==> src/rtl/alu_op_sequencer_if.sv <==
// Command, response and ALU-side bundle for alu_op_sequencer.
// The sequencer uses the slave view; the surrounding environment uses the master view.
interface alu_op_sequencer_if #(
  parameter int unsigned WIDTH = 2,
  parameter int unsigned CNT_W = 8
);
  logic             cmd_valid;
  logic             cmd_ready;
  logic [WIDTH-1:0] cmd_a;
  logic [WIDTH-1:0] cmd_b;
  logic [1:0]       cmd_sel;

  logic [WIDTH-1:0] alu_a;
  logic [WIDTH-1:0] alu_b;
  logic [1:0]       alu_sel;
  logic [WIDTH-1:0] alu_out;
  logic             alu_zero;
  logic             alu_carry;
  logic             alu_overflow;
  logic             alu_error;

  logic             res_valid;
  logic             res_ready;
  logic [WIDTH-1:0] res_out;
  logic [3:0]       res_flags;
  logic             res_mismatch;
  logic [CNT_W-1:0] op_count;
  logic [CNT_W-1:0] mismatch_count;

  modport slave (
    input  cmd_valid, cmd_a, cmd_b, cmd_sel,
    output cmd_ready,
    output alu_a, alu_b, alu_sel,
    input  alu_out, alu_zero, alu_carry, alu_overflow, alu_error,
    output res_valid, res_out, res_flags, res_mismatch, op_count, mismatch_count,
    input  res_ready
  );

  modport master (
    output cmd_valid, cmd_a, cmd_b, cmd_sel,
    input  cmd_ready,
    input  alu_a, alu_b, alu_sel,
    output alu_out, alu_zero, alu_carry, alu_overflow, alu_error,
    input  res_valid, res_out, res_flags, res_mismatch, op_count, mismatch_count,
    output res_ready
  );
endinterface

==> src/rtl/alu_op_sequencer.sv <==
// Drives a small ALU with accepted commands, waits a fixed settle time, captures and
// self-checks the result, and returns it over valid/ready with saturating op/mismatch counters.
module alu_op_sequencer #(
  parameter int unsigned WIDTH         = 2,
  parameter int unsigned SETTLE_CYCLES = 1,
  parameter int unsigned CNT_W         = 8
) (
  input logic               clk,
  input logic               rst,
  alu_op_sequencer_if.slave bus
);
  typedef enum logic [1:0] {IDLE, WAIT, RESP} state_t;

  localparam logic [3:0] SETTLE_LOAD = 4'(SETTLE_CYCLES);

  state_t           r_state;
  logic [3:0]       r_settle;
  logic             r_cmd_ready;
  logic [WIDTH-1:0] r_alu_a;
  logic [WIDTH-1:0] r_alu_b;
  logic [1:0]       r_alu_sel;
  logic             r_res_valid;
  logic [WIDTH-1:0] r_res_out;
  logic [3:0]       r_res_flags;
  logic             r_res_mismatch;
  logic [CNT_W-1:0] r_op_count;
  logic [CNT_W-1:0] r_mismatch_count;

  logic [WIDTH-1:0] w_expected;
  logic             w_expected_zero;
  logic             w_mismatch;

  // Reference result from the latched operands; only out and zero are checked.
  always_comb begin
    w_expected = '0;
    case (r_alu_sel)
      2'b00:   w_expected = r_alu_a + r_alu_b;
      2'b01:   w_expected = r_alu_a - r_alu_b;
      2'b10:   w_expected = r_alu_a & r_alu_b;
      default: w_expected = r_alu_a | r_alu_b;
    endcase
    w_expected_zero = (w_expected == '0);
    w_mismatch      = (bus.alu_out != w_expected) || (bus.alu_zero != w_expected_zero);
  end

  always_ff @(posedge clk) begin
    if (rst) begin
      r_state          <= IDLE;
      r_settle         <= '0;
      r_cmd_ready      <= 1'b1;
      r_alu_a          <= '0;
      r_alu_b          <= '0;
      r_alu_sel        <= '0;
      r_res_valid      <= 1'b0;
      r_res_out        <= '0;
      r_res_flags      <= '0;
      r_res_mismatch   <= 1'b0;
      r_op_count       <= '0;
      r_mismatch_count <= '0;
    end else begin
      case (r_state)
        IDLE: begin
          if (bus.cmd_valid) begin
            r_alu_a     <= bus.cmd_a;
            r_alu_b     <= bus.cmd_b;
            r_alu_sel   <= bus.cmd_sel;
            r_settle    <= SETTLE_LOAD;
            r_cmd_ready <= 1'b0;
            r_state     <= WAIT;
          end
        end
        WAIT: begin
          if (r_settle == 4'd1) begin
            r_res_out      <= bus.alu_out;
            r_res_flags    <= {bus.alu_error, bus.alu_overflow, bus.alu_carry, bus.alu_zero};
            r_res_mismatch <= w_mismatch;
            r_res_valid    <= 1'b1;
            r_state        <= RESP;
          end
          r_settle <= r_settle - 4'd1;
        end
        RESP: begin
          if (bus.res_ready) begin
            r_res_valid <= 1'b0;
            r_cmd_ready <= 1'b1;
            r_state     <= IDLE;
            if (r_op_count != '1) r_op_count <= r_op_count + 1'b1;
            if (r_res_mismatch && (r_mismatch_count != '1))
              r_mismatch_count <= r_mismatch_count + 1'b1;
          end
        end
        default: begin
          r_state     <= IDLE;
          r_cmd_ready <= 1'b1;
          r_res_valid <= 1'b0;
        end
      endcase
    end
  end

  assign bus.cmd_ready      = r_cmd_ready;
  assign bus.alu_a          = r_alu_a;
  assign bus.alu_b          = r_alu_b;
  assign bus.alu_sel        = r_alu_sel;
  assign bus.res_valid      = r_res_valid;
  assign bus.res_out        = r_res_out;
  assign bus.res_flags      = r_res_flags;
  assign bus.res_mismatch   = r_res_mismatch;
  assign bus.op_count       = r_op_count;
  assign bus.mismatch_count = r_mismatch_count;
endmodule

==> src/flat_wrapper.sv <==
// flat-port wrapper written by rule: the top's interface ports become plain ports
module alu_op_sequencer_flat 
#(
  parameter int unsigned WIDTH         = 2,
  parameter int unsigned SETTLE_CYCLES = 1,
  parameter int unsigned CNT_W         = 8
)
  (clk, rst, bus_cmd_valid, bus_cmd_a, bus_cmd_b, bus_cmd_sel, bus_cmd_ready, bus_alu_a, bus_alu_b, bus_alu_sel, bus_alu_out, bus_alu_zero, bus_alu_carry, bus_alu_overflow, bus_alu_error, bus_res_valid, bus_res_out, bus_res_flags, bus_res_mismatch, bus_op_count, bus_mismatch_count, bus_res_ready);
  alu_op_sequencer_if #(.WIDTH(WIDTH), .CNT_W(CNT_W)) bus_i ();
  input logic clk;
  input logic rst;
  input wire logic [$bits(bus_i.cmd_valid)-1:0] bus_cmd_valid;
  input wire logic [$bits(bus_i.cmd_a)-1:0] bus_cmd_a;
  input wire logic [$bits(bus_i.cmd_b)-1:0] bus_cmd_b;
  input wire logic [$bits(bus_i.cmd_sel)-1:0] bus_cmd_sel;
  output wire logic [$bits(bus_i.cmd_ready)-1:0] bus_cmd_ready;
  output wire logic [$bits(bus_i.alu_a)-1:0] bus_alu_a;
  output wire logic [$bits(bus_i.alu_b)-1:0] bus_alu_b;
  output wire logic [$bits(bus_i.alu_sel)-1:0] bus_alu_sel;
  input wire logic [$bits(bus_i.alu_out)-1:0] bus_alu_out;
  input wire logic [$bits(bus_i.alu_zero)-1:0] bus_alu_zero;
  input wire logic [$bits(bus_i.alu_carry)-1:0] bus_alu_carry;
  input wire logic [$bits(bus_i.alu_overflow)-1:0] bus_alu_overflow;
  input wire logic [$bits(bus_i.alu_error)-1:0] bus_alu_error;
  output wire logic [$bits(bus_i.res_valid)-1:0] bus_res_valid;
  output wire logic [$bits(bus_i.res_out)-1:0] bus_res_out;
  output wire logic [$bits(bus_i.res_flags)-1:0] bus_res_flags;
  output wire logic [$bits(bus_i.res_mismatch)-1:0] bus_res_mismatch;
  output wire logic [$bits(bus_i.op_count)-1:0] bus_op_count;
  output wire logic [$bits(bus_i.mismatch_count)-1:0] bus_mismatch_count;
  input wire logic [$bits(bus_i.res_ready)-1:0] bus_res_ready;
  assign bus_i.cmd_valid = bus_cmd_valid;
  assign bus_i.cmd_a = bus_cmd_a;
  assign bus_i.cmd_b = bus_cmd_b;
  assign bus_i.cmd_sel = bus_cmd_sel;
  assign bus_cmd_ready = bus_i.cmd_ready;
  assign bus_alu_a = bus_i.alu_a;
  assign bus_alu_b = bus_i.alu_b;
  assign bus_alu_sel = bus_i.alu_sel;
  assign bus_i.alu_out = bus_alu_out;
  assign bus_i.alu_zero = bus_alu_zero;
  assign bus_i.alu_carry = bus_alu_carry;
  assign bus_i.alu_overflow = bus_alu_overflow;
  assign bus_i.alu_error = bus_alu_error;
  assign bus_res_valid = bus_i.res_valid;
  assign bus_res_out = bus_i.res_out;
  assign bus_res_flags = bus_i.res_flags;
  assign bus_res_mismatch = bus_i.res_mismatch;
  assign bus_op_count = bus_i.op_count;
  assign bus_mismatch_count = bus_i.mismatch_count;
  assign bus_i.res_ready = bus_res_ready;
  alu_op_sequencer #(.WIDTH(WIDTH), .SETTLE_CYCLES(SETTLE_CYCLES), .CNT_W(CNT_W)) u_core (.clk(clk), .rst(rst), .bus(bus_i));
endmodule
==> config.mk <==
export PLATFORM = sky130hd
export DESIGN_NAME = alu_op_sequencer_flat
export DESIGN_NICKNAME = d
export VERILOG_FILES = /design/src/rtl/alu_op_sequencer_if.sv /design/src/rtl/alu_op_sequencer.sv /design/src/flat_wrapper.sv
export SDC_FILE = /design/constraint.sdc
export NUM_CORES = 1
export LEC_CHECK = 0
export BUFFER_PORTS_ARGS = -buffer_cell sky130_fd_sc_hd__buf_2
export CAP_MARGIN = 15
export CORE_MARGIN = 2
export CORE_UTILIZATION = 40
export CTS_CLUSTER_SIZE = 20
export DETAILED_ROUTE_END_ITERATION = 8
export PLACE_DENSITY = 0.7
export SYNTH_ARGS = -nofsm -noshare
export SYNTH_HDL_FRONTEND = slang
export SYNTH_SLANG_ARGS = --single-unit
==> constraint.sdc <==
create_clock -name clk -period 1.75 [get_ports clk]
set_input_delay 0.525 -clock clk [delete_from_list [all_inputs] [get_ports clk]]
set_output_delay 0.525 -clock clk [all_outputs]
set_load 0.005 [all_outputs]
==> results of run 1 <==
metrics by stage:
stage               area, µm²  worst slack (ps)
floorplan                1730              7.44
global placement         2080              12.7
detailed placement       2080             -38.4
CTS                      2180             -53.3
global route             2260             -85.2
finish                   2260             -40.0
registers in the layout (all words and copies together) (netlist names):
register	cells
u_core.bus.mismatch_count	8
u_core.bus.op_count	8
u_core.bus.res_flags	4
u_core.r_settle	4
u_core.bus.alu_a	2
u_core.bus.alu_b	2
u_core.bus.alu_sel	2
u_core.bus.res_out	2
u_core.r_state	2
u_core.bus.cmd_ready	1
u_core.bus.res_mismatch	1
u_core.bus.res_valid	1
final timing paths:
kind | start | end | slack (ps)
setup reg to reg | u_core.bus.alu_b[0] | u_core.bus.res_mismatch | -40
hold reg to reg | u_core.bus.res_flags[1] | u_core.bus.res_flags[1] | 490
hold / removal | bus_cmd_b[1] | u_core.bus.alu_b[1] | 480
setup / recovery | u_core.bus.alu_b[0] | u_core.bus.res_mismatch | -40
logic make-up (layout without fill, tap and decap cells):
family          after synthesis  in the layout
mux                          16             16
simple gates                 85             85
buf+inv                      10             71
flops                        37             37
compound gates               20             20
xor+xnor                     17             17
fa+ha+maj                     7              7
area by class of cell:
cell class                      count  area [µm²]  share of cell area (%)
Timing Repair Buffer               59         332                    14.6
Inverter                            4        15.0                   0.663
Multi-Input combinational cell    145        1020                    45.3
Clock inverter                      2        10.0                   0.442
Clock buffer                        6        72.6                    3.21
Sequential cell                    37         747                    33.0
Tap cell                           50        62.6                    2.76
power by group:
group | internal (mW) | switching (mW)
combinational | 0.167 | 0.151
clock | 0.276 | 0.285
sequential | 0.880 | 0.0396
cells in the final DEF (no fill, tap or decap), types with 5 or more instances in the layout:
cell      instances
buf_2            46
nor2_1           42
dfxtp_1          34
mux2i_1          14
xor2_1           12
buf_4            12
nand2_1          10
a21oi_1           7
and3_1            5
nand3_1           5
clkbuf_8          5
layer usage:
layer  part of all wire, %  routed length, µm  GRT usage [%]
met1                    47               1750           19.5
met2                    48               1820           24.8
met3                   4.2                158           4.51
met4                  0.72                 27           4.91
met5                     0                  0              0
worst reg2reg max path, stage by stage (launching register included):
cell	delay [ps]
dfxtp_4	390
inv_2	50
ha_4	240
and2b_4	150
a31oi_4	40
or4b_4	560
mux2i_4	160
o41ai_2	70
timing repair:
item,4_1_cts,5_1_grt
hold endpoints to repair,0,0
pin swaps,1,10
endpoints found under the setup margin,1,5
gates resized for setup,5,14
buffers inserted,1,2
==> results_dict.tcl, run 1 <==
set metrics [dict create \
    clock_latency_ps 280 \
    yosysMostFrequentCell "nor2_1" \
    fin_crit_sh_pct 102 \
    grt_pass1_wl_um 6090 \
    grt.overflow.total 0 \
    finalPower_mw 1.80 \
    synth_cell_types 35 \
    syn_area_mm2 0.00173 \
    drtIter0Drc 56 \
    cts_tree "yes" \
    via_count 1491 \
    max_stage_delay_ps 560 \
    cp_cell_sequence "inv_2 -> ha_4 -> and2b_4 -> a31oi_4 -> or4b_4 -> mux2i_4 -> o41ai_2" \
    drive_gt1_share_pct 33.6 \
    antenna_found_initial 0 \
    p_leak_nw 1.08 \
    wl_per_cell_um 12.4 \
    maxCapViolations 0 \
    ios 47 \
    area_growth_pct 30.5 \
    grt_max_degree 22 \
    grt_use_total_pct 15.3 \
    finalNonFillerCells 303 \
    n_antenna_cell 0 \
    cts_max_path_buffers 2 \
    synth_area_leaders "dfxtp_1 43%, nor2_1 9.1%, mux2i_1 8.7%" \
    rows 23 \
    routed_wl_um 3760 \
    drtPass1Iterations 4 \
    synth_top_family_by_area "simple AND/OR/NAND/NOR gates" \
    cp.required_ps 1900 \
    cts_buffers 5 \
    tns_ps -40.0 \
    ant_nets 0 \
    htreeDepth 2 \
    synthAdderAreaFrac_pct 5.05 \
    ys.warnings.count 0 \
    pwr_density_cell_mw_per_mm2 795 \
    hold_ws_ps 481 \
    port_buffers 46 \
    nFillCells 392 \
    fin_skew_ps 3.68 \
    fmax_mhz 559 \
    synth_edf_count 0 \
    vias_per_cell 4.92 \
    crit_buf_inv 1 \
    slew_violations 0 \
    violations "setup timing" \
    crit_path_max_fanout 4 \
    final_net_count 275 \
    max_slew.worst_pin.slew_ps 403 \
    synthTopCellsByCount "42 x nor2_1, 37 x dfxtp_1, 15 x mux2i_1" \
    worstSetupStartpointType "flop" \
    synth_top_area_share_pct 42.7 \
    yosys.area.top_type "dfxtp_1" \
    crit_cells 7 \
    fp.coreArea_mm2 0.00409 \
    cts_root_buf "clkbuf_8" \
    synth-compound-area-share_pct 8.15 \
    crit_path_end_kind "flop" \
    cts_hold_buf 0 \
    relSlewSlack_pct 73.1 \
    ys.flop_type "dfxtp_1" \
    crit_family "simple AND/OR/NAND/NOR gates" \
    setup_viol 1 \
    critPathKind "reg -> reg" \
    status "finished, violations left" \
    cpMaxStageDelayCell "or4b_4" \
    synth-simple-area-share_pct 23.9 \
    cp.arrival_ps 1940 \
    fin_ws_ps -40.0 \
    rsz0062_at_grt "true" \
    dieHeight_um 69.8 \
    hold_class "in -> reg" \
    synth_cells 192 \
    dp_cells 292 \
    gp_congestion 0.796 \
    period_needed_ps 1790 \
    postSynthAreaPerCell_um2 9.03 \
    synthMuxAreaShare_pct 9.31 \
    drc 0 \
    die_area_mm2 0.00488 \
    ir_worst_vdd_mv 0.365 \
    die-width_um 69.8 \
    synth_xor_area_share_pct 8.59 \
    syn_nets 215 \
    synth-seq-area-share_pct 42.7 \
    hold-path-cell-count 3 \
    cts.clk_slew.worst_paths_ps 70 \
    reg2regPathDepth 7 \
    cts_sinks 37 \
    place_hpwl_um 2600 \
    final_util_pct 55.4 \
    ys_seq_elements 37 \
    first_global_vias 1382 \
    hold_violations 0 \
    async_flop_share_pct 0 \
    start_util_pct 42.4 \
]
Power figures use the tool's default switching activity.
==> run 2, diff against run 1 <==
--- a/config.mk
+++ b/config.mk
@@ -11,7 +11,9 @@
 export CORE_UTILIZATION = 40
 export CTS_CLUSTER_SIZE = 20
 export DETAILED_ROUTE_END_ITERATION = 8
+export HOLD_SLACK_MARGIN = 0.06
 export PLACE_DENSITY = 0.7
+export REMOVE_ABC_BUFFERS = 1
 export SYNTH_ARGS = -nofsm -noshare
 export SYNTH_HDL_FRONTEND = slang
 export SYNTH_SLANG_ARGS = --single-unit
==> results_dict.tcl, run 2 (synthesis results as in run 1) <==
set metrics [dict create \
    setup_viol 0 \
    fin_ws_ps 35.2 \
    ant_nets 0 \
    grt_use_total_pct 15.5 \
    via_count 1473 \
    max_slew.worst_pin.slew_ps 503 \
    critPathKind "reg -> reg" \
    n_antenna_cell 0 \
    drive_gt1_share_pct 28.6 \
    hold-path-cell-count 3 \
    vias_per_cell 4.94 \
    place_area_mm2 0.00207 \
    clock_latency_ps 280 \
    r2r_start "u_core.bus.alu_b[0]" \
    cts_buffers 5 \
    fin_crit_sh_pct 98.0 \
    die-width_um 69.8 \
    pwr_density_cell_mw_per_mm2 800 \
    dieHeight_um 69.8 \
    grt.overflow.total 0 \
    place_hpwl_um 2620 \
    p_leak_nw 1.05 \
    power_frac_seq_pct 52.7 \
    cts_max_path_buffers 2 \
    grt_max_degree 24 \
    post-place-ws_ps -53.2 \
    cts_tree "yes" \
    slew_violations 0 \
    max_stage_delay_ps 480 \
    maxCapViolations 0 \
    drtPass1Iterations 4 \
    gp_congestion 0.776 \
    drtIter0Drc 37 \
    cts_root_buf "clkbuf_8" \
    crit_path_end_kind "flop" \
    final_net_count 270 \
    die_area_mm2 0.00488 \
    reg2regPathDepth 7 \
    relSlewSlack_pct 66.5 \
    holdPathEnd "u_core.bus.res_flags[1]" \
    cp.arrival_ps 1860 \
    multi_input_area_um2 971 \
    crit_path_max_fanout 5 \
    ir_worst_vdd_mv 0.385 \
    fin_area_mm2 0.00218 \
    period_needed_ps 1710 \
    p_clk_share_pct 31.8 \
    cp.required_ps 1900 \
    area_growth_pct 25.7 \
    nFillCells 401 \
    cts.clk_slew.worst_paths_ps 70 \
    final_util_pct 53.3 \
    hp-start "bus_alu_carry" \
    crit_family "simple AND/OR/NAND/NOR gates" \
    status "finished, final reports clean" \
    ios 47 \
    drc 0 \
    fmax_mhz 583 \
    final_common_cell "buf_2" \
    crit_buf_inv 1 \
    r2r_slack_ps 40 \
    rows 23 \
    cts_sinks 37 \
    reg2reg_to "u_core.bus.res_mismatch" \
    cts_hold_buf 0 \
    seq_area_um2 746 \
    cp_cell_sequence "inv_2 -> ha_1 -> and2b_4 -> a31oi_4 -> or4b_1 -> mux2i_1 -> o41ai_2" \
    combPwrFrac_pct 15.5 \
    first_global_vias 1396 \
    wl_per_cell_um 11.6 \
    routed_wl_um 3460 \
    finalPower_mw 1.74 \
    grt_pass1_wl_um 6160 \
    final_cell_mix "46 x buf_2, 42 x nor2_1, 35 x dfxtp_1" \
    worstSetupStartpointType "flop" \
    p_sw_uw 448 \
    hold_class "in -> reg" \
    rsz0062_at_grt "true" \
    cpMaxStageDelayCell "or4b_1" \
    antenna_found_initial 0 \
    htreeDepth 2 \
    fin_skew_ps 5.66 \
    intPower_mw 1.30 \
    swShare_pct 25.7 \
    hold_ws_ps 469 \
    start_util_pct 42.4 \
    fp.coreArea_mm2 0.00409 \
    hold_violations 0 \
    port_buffers 46 \
]
## run 2: per-stage QoR
stage               cells  TNS, ps
global placement      290    -10.6
detailed placement    290    -53.2
global route          298    -42.7
floorplan             186    -2.00
CTS                   298        0
finish                298        0
## run 2: worst register-to-register path: stages, from the launching register on
cell and delay [ps]:
dfxtp_4 380, inv_2 30, ha_1 260, and2b_4 150, a31oi_4 40, or4b_1 480
mux2i_1 170, o41ai_2 80
## run 2: worst max path at each step
stage               depth (start not counted)                      end           startpoint  slack (ps)
finish                                      7  u_core.bus.res_mismatch  u_core.bus.alu_b[0]          40
detailed placement                          7  u_core.bus.res_mismatch  u_core.bus.alu_b[0]         -50
floorplan                                   7  u_core.bus.res_mismatch  u_core.bus.alu_b[0]          -2
global placement                            7  u_core.bus.res_mismatch  u_core.bus.alu_b[0]         -10
global route                                7  u_core.bus.res_mismatch  u_core.bus.alu_b[0]         -40
CTS                                         8  u_core.bus.res_mismatch  u_core.bus.alu_a[0]         0.4
## run 2: what timing repair did
item | in CTS | in global routing
cloned | 0 | 0
buffers inserted | 0 | 0
pin swaps | 2 | 4
endpoints found under the hold margin | 0 | 0
endpoints found under the setup margin | 1 | 1
resized for setup | 2 | 5
## run 2: power by group through the flow
stage | Sequential, mW | Clock (mW) | Combinational [mW]
2_1_floorplan | 0.934 | 0 | 0.164
3_3_place_gp | 0.936 | 0 | 0.261
3_5_place_dp | 0.937 | 0 | 0.267
4_1_cts | 0.918 | 0.581 | 0.270
5_1_grt | 0.925 | 0.620 | 0.309
6_report | 0.919 | 0.554 | 0.271
## run 2: per-layer routing
layer | vias up | part of all wire, % | GRT usage [%]
met5 | - | 0 | 0
met4 | 0 | 0.61 | 4.49
met3 | 2 | 7.5 | 5.96
met2 | 42 | 45 | 25.0
met1 | 672 | 47 | 19.1
li1 | 757 | - | -
## run 2: cell type report
type,count,share of cell area [%]
Timing Repair Buffer,54,13.9
Tap cell,50,2.87
Inverter,4,0.689
Clock inverter,2,0.459
Clock buffer,6,3.33
Sequential cell,37,34.2
Multi-Input combinational cell,145,44.5
==> run 3, diff against run 2 <==
--- a/config.mk
+++ b/config.mk
@@ -12,8 +12,7 @@
 export CTS_CLUSTER_SIZE = 20
 export DETAILED_ROUTE_END_ITERATION = 8
 export HOLD_SLACK_MARGIN = 0.06
-export PLACE_DENSITY = 0.7
-export REMOVE_ABC_BUFFERS = 1
+export PLACE_DENSITY = 0.68
 export SYNTH_ARGS = -nofsm -noshare
 export SYNTH_HDL_FRONTEND = slang
 export SYNTH_SLANG_ARGS = --single-unit
==> constraint.sdc (replaced) <==
create_clock -name clk -period 1.74 [get_ports clk]
set_input_delay 0.522 -clock clk [delete_from_list [all_inputs] [get_ports clk]]
set_output_delay 0.522 -clock clk [all_outputs]
set_load 0.005 [all_outputs]
==> results_dict.tcl, run 3 (synthesis results as in run 1) <==
set metrics [dict create \
    antenna_found_initial 0 \
    cts_root_buf "clkbuf_8" \
    p_leak_nw 1.08 \
    hold_violations 0 \
    grt_max_degree 24 \
    routed_wl_um 3540 \
    fmax_mhz 580 \
    port_buffers 46 \
    first_global_vias 1305 \
    dp_cells 291 \
    post-place-ws_ps -50.9 \
    cp_cell_sequence "buf_4 -> ha_1 -> or2_1 -> a31oi_4 -> xor2_1 -> nand3b_1 -> mux2i_1 -> o41ai_2" \
    setup_viol 0 \
    drive_gt1_share_pct 30.3 \
    ir_worst_vdd_mv 0.508 \
    clock_latency_ps 280 \
    htreeDepth 2 \
    status "finished, final reports clean" \
    cts.clk_slew.worst_paths_ps 70 \
    fin_area_mm2 0.00224 \
    worstSetupStartpointType "flop" \
    cpMaxStageDelayCell "dfxtp_4" \
    area_growth_pct 28.9 \
    drtPass1Iterations 4 \
    vias_per_cell 4.89 \
    slew_violations 0 \
    wl_per_cell_um 11.8 \
    finalNonFillerCells 301 \
    cts_max_path_buffers 2 \
    ios 47 \
    via_count 1471 \
    cp.arrival_ps 1880 \
    crit_start "u_core.bus.alu_b[0]" \
    maxCapViolations 0 \
    crit_path_end_kind "flop" \
    hp-start "bus_cmd_a[1]" \
    nFillCells 400 \
    rows 23 \
    fin_ws_ps 15.4 \
    final_cell_mix "46 x buf_2, 42 x nor2_1, 35 x dfxtp_1" \
    cp.required_ps 1890 \
    period_needed_ps 1720 \
    grt_pass1_wl_um 5820 \
    fin_crit_sh_pct 99.1 \
    final_net_count 273 \
    place_hpwl_um 2560 \
    cts_hold_buf 0 \
    start_util_pct 42.4 \
    hold_class "in -> reg" \
    ant_nets 0 \
    final_common_cell "buf_2" \
    cts_buffers 5 \
    drtIter0Drc 66 \
    crit_path_max_fanout 4 \
    pwr_density_cell_mw_per_mm2 877 \
    tns_ps 0 \
    cts_tree "yes" \
    die-width_um 69.8 \
    max_slew.worst_pin.slew_ps 518 \
    drc 0 \
    place_area_mm2 0.00207 \
    die_area_mm2 0.00488 \
    fin_skew_ps 5.23 \
    critPathKind "reg -> reg" \
    gp_congestion 0.737 \
    max_stage_delay_ps 360 \
    relSlewSlack_pct 65.5 \
    cts_sinks 37 \
    dieHeight_um 69.8 \
    n_antenna_cell 0 \
    grt_use_total_pct 14.9 \
    fp.coreArea_mm2 0.00409 \
    grt.overflow.total 0 \
    r2r_start "u_core.bus.alu_b[0]" \
    rsz0062_at_grt "true" \
]
run 3: cell types whose count changed in the layout (fill, tap and decap cells not counted), sizes merged:
cell    change
clkinv      -2
buf         +3
bufinv      +1
clkbuf      +1
run 3: metal layers:
metal,up-vias,global-route usage [%],share of wire [%]
met5,-,0,0
met4,0,6.84,2.3
met3,9,5.09,6.1
met2,37,22.1,45
met1,660,19.4,46
li1,765,-,-
run 3: final cells by class:
| type | count | area (µm²) | area share (%) |
|---|---|---|---|
| clock buffers | 7 | 86.3 | 3.86 |
| inverters | 4 | 15.0 | 0.672 |
| clock inverters | 1 | 30.0 | 1.34 |
| flip-flops and latches | 37 | 746 | 33.4 |
| repair buffers | 57 | 313 | 14.0 |
| well taps | 50 | 62.6 | 2.80 |
| multi-input cells | 145 | 983 | 44.0 |
run 3: timing repair:
item,4_1_cts,5_1_grt
pin swaps,4,6
endpoints found under the setup margin,1,1
setup buffers,2,0
resized for setup,7,1
run 3: critical path, delay by kind of cell, from the launching register on:
kind            cells  cell delay, ps
fa+ha+maj           1             170
mux                 1             170
xor+xnor            1             170
flops               1             360
compound gates      2             260
simple gates        2             330
buf+inv             1             130
run 3: where the power goes:
group | leakage [nW] | switching, mW | internal, mW
sequential | 0.302 | 0.0367 | 0.885
combinational | 0.719 | 0.138 | 0.147
clock | 0.0585 | 0.286 | 0.467
total | 1.08 | 0.461 | 1.50
run 3: per-stage QoR:
step | hold slack (ps) | utilization (%) | power, mW
after floorplan | 478 | - | 1.12
after global placement | 469 | 50.7 | 1.20
after detailed placement | 481 | 50.7 | 1.21
after CTS | 464 | 54.5 | 1.99
after global routing | 468 | 54.7 | 2.06
final | 475 | 54.7 | 1.96
run 3: worst paths after layout:
path	end	slack, ps	depth (start not counted)
setup / recovery	u_core.bus.res_mismatch	20	8
hold / removal	u_core.bus.alu_a[1]	480	3
setup reg to reg	u_core.bus.res_mismatch	20	8
hold reg to reg	u_core.bus.res_out[1]	490	2
